[config.mk]
export PLATFORM = sky130hd
export DESIGN_NAME = pack_fsm_flat
export DESIGN_NICKNAME = d
export VERILOG_FILES = /design/src/rtl/pack_fsm_if.sv /design/src/rtl/pack_fsm.sv /design/src/flat_wrapper.sv
export SDC_FILE = /design/constraint.sdc
export NUM_CORES = 1
export LEC_CHECK = 0
export ABC_AREA = 1
export BUFFER_PORTS_ARGS = -buffer_cell sky130_fd_sc_hd__buf_2
export CAP_MARGIN = 20
export CORE_AREA = 2 2 209 211
export CTS_CLUSTER_DIAMETER = 30
export DETAILED_ROUTE_END_ITERATION = 6
export DIE_AREA = 0 0 211 213
export PLACE_DENSITY = 0.77
export SLEW_MARGIN = 25
export SYNTH_ARGS = -nofsm -noshare
export SYNTH_HDL_FRONTEND = slang
export SYNTH_SLANG_ARGS = --single-unit
[constraint.sdc]
create_clock -name clk -period 2.3 [get_ports clk]
set_input_delay 0.115 -clock clk [delete_from_list [all_inputs] [get_ports clk]]
set_output_delay 0.115 -clock clk [all_outputs]
set_load 0.005 [all_outputs]
[src/rtl/pack_fsm_if.sv]
// Bus bundle for pack_fsm: input-buffer write port, output-buffer read port,
// run control and run status.
interface pack_fsm_if #(
    parameter int DATA_W   = 8,
    parameter int PACK     = 2,
    parameter int IN_DEPTH = 32
);
    localparam int OUT_DEPTH = IN_DEPTH / PACK;
    localparam int AW_IN     = $clog2(IN_DEPTH);
    localparam int AW_OUT    = (OUT_DEPTH > 1) ? $clog2(OUT_DEPTH) : 1;

    logic                     wr_en;
    logic [AW_IN-1:0]         wr_add;
    logic [DATA_W-1:0]        data_wr;
    logic [AW_OUT-1:0]        rd_add;
    logic                     start;
    logic                     msb_first;
    logic [DATA_W*PACK-1:0]   data_out;
    logic                     busy;
    logic                     done;

    modport master (
        output wr_en, wr_add, data_wr, rd_add, start, msb_first,
        input  data_out, busy, done
    );

    modport slave (
        input  wr_en, wr_add, data_wr, rd_add, start, msb_first,
        output data_out, busy, done
    );
endinterface

[src/rtl/pack_fsm.sv]
// Packs every PACK consecutive words of an input buffer into one wide word of an
// output buffer; packing order (MSB- or LSB-first) is latched at run start.
module pack_fsm #(
    parameter int DATA_W   = 8,
    parameter int PACK     = 2,
    parameter int IN_DEPTH = 32
) (
    input logic       clk,
    input logic       rst,
    pack_fsm_if.slave bus
);
    localparam int OUT_DEPTH = IN_DEPTH / PACK;
    localparam int AW_IN     = $clog2(IN_DEPTH);
    localparam int AW_OUT    = (OUT_DEPTH > 1) ? $clog2(OUT_DEPTH) : 1;
    localparam int KW        = $clog2(PACK);
    localparam int OW        = DATA_W * PACK;

    typedef enum logic {ST_IDLE, ST_PACK} state_t;

    state_t            state_reg, state_next;
    logic [AW_IN-1:0]  ptr_reg, ptr_next;
    logic [KW-1:0]     slot_reg, slot_next;
    logic [AW_OUT-1:0] wptr_reg, wptr_next;
    logic              mode_reg, mode_next;
    logic              done_reg, done_next;
    logic [OW-1:0]     acc_reg, acc_next;
    logic [OW-1:0]     data_out_reg;
    logic              in_we, out_we;
    logic [DATA_W-1:0] cur_word;

    logic [DATA_W-1:0] in_mem  [IN_DEPTH];
    logic [OW-1:0]     out_mem [OUT_DEPTH];

    assign cur_word = in_mem[ptr_reg];
    assign in_we    = bus.wr_en && (state_reg == ST_IDLE);

    // Physical slice gi (counted from the LS end) takes the current word when the
    // group position maps onto it under the latched order; others hold.
    generate
        for (genvar gi = 0; gi < PACK; gi++) begin : g_slice
            logic hit;
            assign hit = mode_reg ? (slot_reg == KW'(PACK - 1 - gi))
                                  : (slot_reg == KW'(gi));
            assign acc_next[gi*DATA_W +: DATA_W] =
                hit ? cur_word : acc_reg[gi*DATA_W +: DATA_W];
        end
    endgenerate

    always_comb begin
        state_next = state_reg;
        ptr_next   = ptr_reg;
        slot_next  = slot_reg;
        wptr_next  = wptr_reg;
        mode_next  = mode_reg;
        done_next  = done_reg;
        out_we     = 1'b0;
        case (state_reg)
            ST_IDLE: begin
                if (bus.start) begin
                    state_next = ST_PACK;
                    ptr_next   = '0;
                    slot_next  = '0;
                    wptr_next  = '0;
                    mode_next  = bus.msb_first;
                    done_next  = 1'b0;
                end
            end
            ST_PACK: begin
                ptr_next = ptr_reg + 1'b1;
                if (slot_reg == KW'(PACK - 1)) begin
                    slot_next = '0;
                    out_we    = 1'b1;
                    wptr_next = wptr_reg + 1'b1;
                end else begin
                    slot_next = slot_reg + 1'b1;
                end
                if (ptr_reg == AW_IN'(IN_DEPTH - 1)) begin
                    state_next = ST_IDLE;
                    done_next  = 1'b1;
                end
            end
            default: state_next = ST_IDLE;
        endcase
    end

    always_ff @(posedge clk) begin
        if (rst) begin
            state_reg <= ST_IDLE;
            ptr_reg   <= '0;
            slot_reg  <= '0;
            wptr_reg  <= '0;
            mode_reg  <= 1'b0;
            done_reg  <= 1'b0;
            acc_reg   <= '0;
        end else begin
            state_reg <= state_next;
            ptr_reg   <= ptr_next;
            slot_reg  <= slot_next;
            wptr_reg  <= wptr_next;
            mode_reg  <= mode_next;
            done_reg  <= done_next;
            if (state_reg == ST_PACK) begin
                acc_reg <= acc_next;
            end
        end
    end

    always_ff @(posedge clk) begin
        if (rst) begin
            for (int i = 0; i < IN_DEPTH; i++) begin
                in_mem[i] <= '0;
            end
        end else if (in_we) begin
            in_mem[bus.wr_add] <= bus.data_wr;
        end
    end

    // The group's last word goes straight from acc_next so it lands in the same edge.
    always_ff @(posedge clk) begin
        if (rst) begin
            for (int i = 0; i < OUT_DEPTH; i++) begin
                out_mem[i] <= '0;
            end
            data_out_reg <= '0;
        end else begin
            if (out_we) begin
                out_mem[wptr_reg] <= acc_next;
            end
            data_out_reg <= out_mem[bus.rd_add];
        end
    end

    assign bus.data_out = data_out_reg;
    assign bus.busy     = (state_reg == ST_PACK);
    assign bus.done     = done_reg;
endmodule

[src/flat_wrapper.sv]
// flat-port wrapper written by rule: the top's interface ports become plain ports
module pack_fsm_flat 
#(
    parameter int DATA_W   = 8,
    parameter int PACK     = 2,
    parameter int IN_DEPTH = 32
)
  (clk, rst, bus_wr_en, bus_wr_add, bus_data_wr, bus_rd_add, bus_start, bus_msb_first, bus_data_out, bus_busy, bus_done);
  pack_fsm_if #(.DATA_W(DATA_W), .PACK(PACK), .IN_DEPTH(IN_DEPTH)) bus_i ();
  input logic clk;
  input logic rst;
  input wire logic [$bits(bus_i.wr_en)-1:0] bus_wr_en;
  input wire logic [$bits(bus_i.wr_add)-1:0] bus_wr_add;
  input wire logic [$bits(bus_i.data_wr)-1:0] bus_data_wr;
  input wire logic [$bits(bus_i.rd_add)-1:0] bus_rd_add;
  input wire logic [$bits(bus_i.start)-1:0] bus_start;
  input wire logic [$bits(bus_i.msb_first)-1:0] bus_msb_first;
  output wire logic [$bits(bus_i.data_out)-1:0] bus_data_out;
  output wire logic [$bits(bus_i.busy)-1:0] bus_busy;
  output wire logic [$bits(bus_i.done)-1:0] bus_done;
  assign bus_i.wr_en = bus_wr_en;
  assign bus_i.wr_add = bus_wr_add;
  assign bus_i.data_wr = bus_data_wr;
  assign bus_i.rd_add = bus_rd_add;
  assign bus_i.start = bus_start;
  assign bus_i.msb_first = bus_msb_first;
  assign bus_data_out = bus_i.data_out;
  assign bus_busy = bus_i.busy;
  assign bus_done = bus_i.done;
  pack_fsm #(.DATA_W(DATA_W), .PACK(PACK), .IN_DEPTH(IN_DEPTH)) u_core (.clk(clk), .rst(rst), .bus(bus_i));
endmodule
Yosys cells after proc, flatten, opt, wreduce, memory -nomap -nowiden
Memories as Yosys holds them, arrays and structs flattened. A register that Yosys moved wholly into a read port is not among the register bits.
Cells that the tools add are included.
{"block": "totals", "mem_bits_rw": 512, "ff_bits": 29, "n_memories": 2, "input_bits": 22, "out_inout_bits": 18, "word_cells": 59}
{"name": "u_core.in_mem", "words": 32, "width": 8, "rd": 1, "rd_ports_with_merged_regs": 1, "wr": 32, "line_no": "pack_fsm.sv:31", "rtl": "logic [DATA_W-1:0] in_mem [IN_DEPTH];"}
{"name": "u_core.out_mem", "words": 16, "width": 16, "rd": 1, "rd_ports_with_merged_regs": 1, "wr": 16, "line_no": "pack_fsm.sv:32", "rtl": "logic [OW-1:0] out_mem [OUT_DEPTH];"}
{"block": "op_classes", "n_eq_ne": 4, "muxes": 35, "n_addsub": 3, "n_bitwise": 2, "reduce_logical": 6}
{"op": "two-way mux 8 bit", "count": 3}
{"op": "two-way mux 5 bit", "count": 4}
{"op": "two-way mux 1 bit", "count": 19}
{"op": "two-way mux 16 bit", "count": 1}
{"op": "OR reduction 16 bit", "count": 1}
{"op": "two-way mux 4 bit", "count": 3}
{"op": "case mux 5 bit (2 select lines)", "count": 1}
{"op": "case mux 4 bit (2 select lines)", "count": 1}
{"op": "OR reduction 8 bit", "count": 1}
{"op": "!= test 2 bit (second input constant)", "count": 3}
{"op": "case mux 1 bit (2 select lines)", "count": 3}
{"op": "AND reduction 2 bit", "count": 3}
{"op": "adder 5 x 1 -> 5 bit (second input constant)", "count": 1}
{"op": "== test 5 bit (second input constant)", "count": 1}
{"op": "adder 4 x 1 -> 4 bit (second input constant)", "count": 1}
{"op": "inverter 1 bit", "count": 2}
{"op": "adder 1 bit (second input constant)", "count": 1}
{"op": "logical AND 1 bit", "count": 1}

Longest topological paths before layout
Gate-level depths: netlist of run 1.
{"block": "logic_depth", "word_depth": 7, "depth_mapped": 13, "mapped_depth_nobuf": 11}

Least setup slack after synthesis of run 1
OpenSTA, ideal clock, no wires.
{"block": "synth_path", "path_kind": "reg-to-reg", "startpoint": "register u_core.state_reg, in the netlist u_core.bus.busy", "endpoint": "memory u_core.out_mem[10][0] (netlist name) (enable)", "n_path_buf": 2, "slack_ns": 0.211, "t_required_ns": 1.928, "synth_period_minus_slack_ns": 2.089, "arrival_time_ns": 1.717, "setup_time_ns": 0.372, "path_stages_with_launch": 9, "cell_sequence": "dfxtp_1 -> buf_2 -> nand2_1 -> inv_1 -> nand2_1 -> nor2_1 -> nand2_1 -> clkbuf_1 -> nand2_1"}
{"item": "start, declared", "line_no": "pack_fsm.sv:20", "rtl": "state_t state_reg, state_next;"}
{"item": "start signal, assigned", "line_no": "pack_fsm.sv:96", "rtl": "state_reg <= state_next;"}
{"item": "end, declared", "line_no": "pack_fsm.sv:32"}

==> results of run 1 <==
==> per-layer routing <==
layer	vias up	routed length, um	global-route usage
li1	8886	-	-
met3	265	9380	0.0650
met4	0	2810	0.154
met2	1582	34200	0.518
met1	9635	25000	0.413
met5	-	0	0
==> cell usage after synthesis <==
| cell | count |
|---|---|
| ha_1 | 7 |
| nor2_1 | 427 |
| nor4_1 | 1 |
| a211oi_1 | 3 |
| nor3_2 | 2 |
| nand3_1 | 239 |
| dfxtp_1 | 50 |
| a21oi_1 | 281 |
| o22ai_1 | 21 |
| nand2_2 | 1 |
| nand2_1 | 461 |
| edfxtp_1 | 512 |
| buf_1 | 9 |
| buf_6 | 22 |
| o311a_1 | 1 |
| inv_1 | 53 |
| buf_2 | 21 |
| buf_4 | 16 |
| o211ai_1 | 20 |
| nor3_4 | 2 |
| o221ai_1 | 44 |
| o21ai_0 | 132 |
| clkbuf_1 | 123 |
| inv_2 | 6 |
| nor3_1 | 10 |
| nand3_2 | 17 |
==> kinds of logic after synthesis <==
family,Yosys count
fa+ha+maj,7
simple gates,1160
compound gates,502
buf+inv,250
flops,562
==> repair_timing <==
action                     CTS  global route
pin swaps                    0             1
hold buffers                 5             0
resized for setup            1             8
hold endpoints to repair     9             0
setup buffers                0             1
setup endpoints to repair    2           124
gates cloned                 0             0
==> through the flow <==
step	utilization	setup slack [ns]	area [um2]	power [mW]
2_1_floorplan	-	0.211	25200	13.0
3_3_place_gp	0.615	0.167	26300	13.7
3_5_place_dp	0.615	0.0552	26300	13.7
4_1_cts	0.701	0.0175	29900	29.1
5_1_grt	0.702	-0.0153	30000	29.8
6_report	0.702	0.0635	30000	29.1
==> final cells by class <==
class                   count  area share
flip-flops and latches    562       0.547
multi-input cells        1669       0.257
clock buffers             111      0.0883
repair buffers            154      0.0469
clock inverters            78      0.0312
well taps                 546      0.0228
inverters                  59     0.00747
==> worst paths after layout <==
path	slack, ns	endpoint	cells past startpoint
min	0.08	u_core.bus.data_out[14]$_SDFF_PP0_	4
max reg2reg	0.06	u_core.out_mem[13][10]$_SDFFCE_PN0P_	9
min reg2reg	0.50	flop	2
max	0.06	u_core.out_mem[13][10]$_SDFFCE_PN0P_	9
==> critical path: stages (launching register included) <==
cell and delay [ns]:
dfxtp_2 0.46, buf_12 0.29, nand3_1 0.13, nand3_1 0.11
nand2_1 0.09, nand2_1 0.08, nand3_1 0.25, nand3_2 0.23
buf_12 0.17, a21oi_1 0.08
==> where the power goes <==
group / switching [mW] / leakage [nW] / internal (mW)
clock network: 5.26 / 1.73 / 10.2
registers: 0.134 / 5.60 / 11.5
logic: 1.43 / 4.10 / 0.537
==> metrics.md, run 1 <==
| Metric | Value |
|---|---|
| First-pass GRT wire length | `109,000 um` |
| CTS tree | `yes` |
| Crit share post-route | `0.972` |
| # H-tree levels | `3` |
| Boundary pin count | `40` |
| Area of the multi-input gates | `7700 um2` |
| Setup Total Neg Slack | `0 ns` |
| Layout Cells excl Fill | `3,179` |
| Synthesis-stage register bit count | `562` |
| Synth Area in Simple Gates | `0.191` |
| # fillers | `2,832` |
| CTS root buf | `clkbuf_16` |
| GR Util All Layers | `0.319` |
| Status | `finished with violations` |
| Critical Path RT | `2.64 ns` |
| Full die area | `44,900 um2` |
| Yosys cell types | `26` |
| CP arrival | `2.58 ns` |
| Largest net degree at the start of global routing | `129` |
| Die height | `213 um` |
| Largest family of logic cells by synthesized area | `simple AND/OR/NAND/NOR gates` |
| Final setup fails | `0` |
| Gr ovfl total | `0` |
| Max_cap viols | `0` |
| Post-Syn Area | `25,200 um2` |
| Initial antenna violation count | `0` |
| Failing checks | `DRC` |
| Diode count | `0` |
| Largest registers | `u_core.in_mem (256), u_core.out_mem (256)` |
| Hold Crit Start | `bus_rd_add[3]` |
| Min Hold Slack | `0.0826 ns` |
| Syn-to-layout area delta | `18.8%` |
| Share of cells above drive strength 1 | `0.135` |
| Inst Count DP | `2,984` |
| Pleak | `11.4 nW` |
| Post-synthesis adder-cell area fraction | `0.00347` |
| Number of global-route vias before repair | `20.1k` |
| Multiplexer share of the synthesized area | `0` |
| Minimum clock period | `2.24 ns` |
| Vias/cell | `6.41` |
| Worst Path Max Fanout | `59` |
| Maximum clock rate | `447 MHz` |
| Yosys top cell area share | `0.609` |
| Mean Syn Cell Area | `10.2 um2` |
| Routability cong. | `0.898` |
| Initial Util | `0.591` |
| Worst Clk Skew | `0.0268 ns` |
| Buffers on Ports | `39` |
| Complex-gate fraction of the synthesized area | `0.110` |
| Sinks on Clock Net | `562` |
| Post-DRT Antenna Nets | `0` |
| Drt pass-1 iters | `7` |
| DRC viols | `2` |
| Syn_nets | `2,510` |
| Power per cell area | `972 nW/um2` |
| Startpoint Class | `flop` |
| VDD IR-drop max | `0.701 mV` |
| Ys Warns | `0` |
| Worst-margin pin slew | `0.824 ns` |
| Detailed Place HPWL | `41,300 um` |
| Hold Crit Class | `primary input to flop` |
| Initial drt markers | `3,160` |
| Fin. Hold Viols | `0` |
| Area contributors post-synth | `edfxtp_1, nand2_1, nor2_1` |
| Synth Area in XOR/XNOR | `0` |
| DRT Wirelength | `71,400 um` |
| Clk slew on worst S/H paths | `0.05 ns` |
| Nets | `2,575` |
| Std cell rows | `76` |
| Drt wl/cell | `22.5 um` |
| Sequential area share after synthesis | `0.649` |
| Die Width | `211 um` |
| TritonCTS buffer count | `100` |
| Slew Limit Headroom | `0.450` |
| Storage cell area | `16,400 um2` |
| Fin. max-slew vios | `0` |
| Clock buffer depth | `3` |
| Critical Path End Type | `flop` |
| Commonest cells after routing, fill and taps aside | `edfxtp_1, nand2_1, nor2_1, a21oi_1, nand3_1` |
| Vias after detailed routing | `20.4k` |
| WS Path Type | `flop to flop` |
| Cells after Synth | `2,481` |
| Commonest non-fill, non-tap cell in the layout | `edfxtp_1` |
| Leading area contributor after synthesis | `edfxtp_1` |
| Core region area | `42,700 um2` |
| Worst skew pair latency | `0.64 ns` |
No activity file was read; power rests on OpenSTA's default activity.
==> run 2: changes to the inputs <==
Settings changed: CELL_PAD_IN_SITES_DETAIL_PLACEMENT from default to 1, CELL_PAD_IN_SITES_GLOBAL_PLACEMENT from default to 2, CORE_AREA 2 2 209 211 to 2 2 249 251, DIE_AREA 0 0 211 213 to 0 0 251 253, PLACE_DENSITY 0.77 to 0.8.
==> run 2 against run 1 <==
The flow now finishes without violations; hold slack got worse by 0.057 ns; total power is 13% higher; sequential power about the same; clock-buffer cell count grew 54; largest cell class unchanged; largest power group unchanged.
==> metrics.md, run 2 (synthesis gave the netlist of run 1 again) <==
| Metric | Value |
|---|---|
| Status | `finished clean (was finished with violations)` |
| Gr ovfl total | `0 (unchanged)` |
| Commonest cells after routing, fill and taps aside | `edfxtp_1, nand2_1, nor2_1, a21oi_1, nand3_1 (unchanged)` |
| Boundary pin count | `40 (unchanged)` |
| Layout Cells excl Fill | `3,512 (was 3,179)` |
| Largest net degree at the start of global routing | `93 (was 129)` |
| Worst-margin pin slew | `0.948 ns (was 0.824 ns)` |
| Vias after detailed routing | `20.1k (was 20.4k)` |
| Initial antenna violation count | `0 (unchanged)` |
| Combinational fraction of design power | `0.063 (was 0.068)` |
| Power per cell area | `1040 nW/um2 (was 972 nW/um2)` |
| Startpoint Class | `flop (unchanged)` |
| Die Width | `251 um (was 211 um)` |
| Inst Count DP | `3,261 (was 2,984)` |
| Largest registers | `u_core.in_mem (256), u_core.out_mem (256) (unchanged)` |
| Number of global-route vias before repair | `21.3k (was 20.1k)` |
| Post-DRT Antenna Nets | `0 (unchanged)` |
| Clock buffer depth | `3 (unchanged)` |
| Crit share post-route | `0.944 (was 0.972)` |
| Detailed Place HPWL | `50,200 um (was 41,300 um)` |
| Full die area | `63,500 um2 (was 44,900 um2)` |
| Drt wl/cell | `23.8 um (was 22.5 um)` |
| # H-tree levels | `4 (was 3)` |
| Max_cap viols | `0 (unchanged)` |
| Clk slew on worst S/H paths | `0.05 ns (about the same)` |
| PnR worst setup slack | `0.128 ns (was 0.0635 ns)` |
| Diode count | `0 (unchanged)` |
| Hold Crit Class | `primary input to flop (unchanged)` |
| Post-DP Area | `26,900 um2 (was 26,300 um2)` |
| Min Hold Slack | `0.0251 ns (was 0.0826 ns)` |
| Minimum clock period | `2.17 ns (was 2.24 ns)` |
| DRC viols | `0 (was 2)` |
| Setup Total Neg Slack | `0 ns (unchanged)` |
| Drt pass-1 iters | `5 (was 7)` |
| Core region area | `61,000 um2 (was 42,700 um2)` |
| RSZ-0062 raised after global routing | `false` |
| Share of cells above drive strength 1 | `0.159 (was 0.135)` |
| Vias/cell | `5.72 (was 6.41)` |
| Worst Path Max Fanout | `47 (was 59)` |
| GR Util All Layers | `0.267 (was 0.319)` |
| Initial drt markers | `1,630 (was 3,160)` |
| Pleak | `12.1 nW (was 11.4 nW)` |
| Worst skew pair latency | `0.74 ns (was 0.64 ns)` |
| Initial Util | `0.413 (was 0.591)` |
| Buf/Inv on CP | `3 (was 2)` |
| Seq pwr share | `0.356 (was 0.401)` |
| First-pass GRT wire length | `127,000 um (was 109,000 um)` |
| Maximum clock rate | `460 MHz (was 447 MHz)` |
| VDD IR-drop max | `1.01 mV (was 0.701 mV)` |
| WS Path Type | `flop to flop (unchanged)` |
| Fin. max-slew vios | `0 (unchanged)` |
| Die height | `253 um (was 213 um)` |
| Sw Share | `0.242 (was 0.234)` |
| Routability cong. | `0.828 (was 0.898)` |
| CTS root buf | `clkbuf_16 (unchanged)` |
| CP max-delay cell | `dfxtp_4 (was dfxtp_2)` |
| Slowest stage delay, CP | `0.36 ns (was 0.46 ns)` |
| Net switching power | `7.97 mW (was 6.83 mW)` |
| TritonCTS buffer count | `133 (was 100)` |
| Critical Path RT | `2.86 ns (was 2.64 ns)` |
| Buffers on Ports | `39 (unchanged)` |
| Fin. Hold Viols | `0 (unchanged)` |
| CP arrival | `2.73 ns (was 2.58 ns)` |
| Post-route cell area | `31,700 um2 (was 30,000 um2)` |
| Nets | `2,641 (was 2,575)` |
| Critical Path End Type | `flop (unchanged)` |
| Sinks on Clock Net | `562 (unchanged)` |
| Slew Limit Headroom | `0.363 (was 0.450)` |
| Internal | `24.9 mW (was 22.3 mW)` |
| CTS tree | `yes (unchanged)` |
| CP delay by family, top | `simple AND/OR/NAND/NOR gates (unchanged)` |
| Pre-CTS setup slack | `0.0642 ns (was 0.0552 ns)` |
| Syn-to-layout area delta | `25.4% (was 18.8%)` |
| Critical-path cell list | `buf_4 > buf_12 > nand2_1 > nand3_1 > nand3_1 > nand2_1 > nand2_1 > nand3_1 > nand3_2 > buf_12 > a21oi_1 (was buf_12 > nand3_1 > nand3_1 > nand2_1 > nand2_1 > nand3_1 > nand3_2 > buf_12 > a21oi_1)` |
| DRT Wirelength | `83,600 um (was 71,400 um)` |
| Final setup fails | `0 (unchanged)` |
| Worst Clk Skew | `0.0332 ns (was 0.0268 ns)` |
| Clock network fraction of design power | `0.581 (was 0.532)` |
| Std cell rows | `91 (was 76)` |
| Commonest non-fill, non-tap cell in the layout | `edfxtp_1 (unchanged)` |
==> run 2: tightest hold or removal path: stages <==
cell and delay (ns):
buf_2 0.07, inv_1 0.03, buf_4 0.27, nor2_1 0.15
==> run 2: layer usage <==
metal	track usage	wire, um	vias up	part of all wire
met4	0.108	2610	0	0.031
met1	0.334	34800	10280	0.42
li1	-	-	9041	-
met2	0.460	42100	615	0.50
met5	0	0	-	0
met3	0.0449	4050	167	0.048
==> run 2: layout make-up <==
type	count	area (um2)
Multi-Input combinational cell	1669	7700
Tap cell	790	988
Fill cell	6605	29400
Sequential cell	562	16400
Clock inverter	80	1070
Clock buffer	165	3590
Timing Repair Buffer	187	1700
Inverter	59	225
==> run 2: worst paths after layout <==
check / from / end / slack [ns] / depth (start not counted)
setup / recovery: flop / u_core.out_mem[5][10]$_SDFFCE_PN0P_ / 0.13 / 11
hold / removal: bus_data_wr[5] / u_core.in_mem[25][5]$_SDFFCE_PN0P_ / 0.03 / 4
setup reg to reg: flop / u_core.out_mem[5][10]$_SDFFCE_PN0P_ / 0.13 / 11
hold reg to reg: u_core.ptr_reg[3]$_SDFFE_PP0N_ / flop / 0.50 / 2
==> run 2: metrics by stage <==
stage                     power, mW   util
after floorplan                13.0      -
after global placement         13.8  0.441
after detailed placement       13.9  0.441
after CTS                      33.1  0.518
after global routing           33.8  0.519
final                          32.9  0.519
==> run 2: what timing repair did <==
action | CTS | global route
endpoints found under the hold margin | 19 | 0
resized for setup | 0 | 8
hold buffers | 6 | 0
setup buffers | 0 | 0
endpoints found under the setup margin | 0 | 204
==> run 2: power by group through the flow <==
stage | logic [mW] | registers [mW] | clock network, mW
global placement | 1.98 | 11.8 | 0
global route | 2.25 | 11.7 | 19.8
floorplan | 1.20 | 11.8 | 0
CTS | 2.07 | 11.7 | 19.3
detailed placement | 2.03 | 11.9 | 0
finish | 2.07 | 11.7 | 19.1
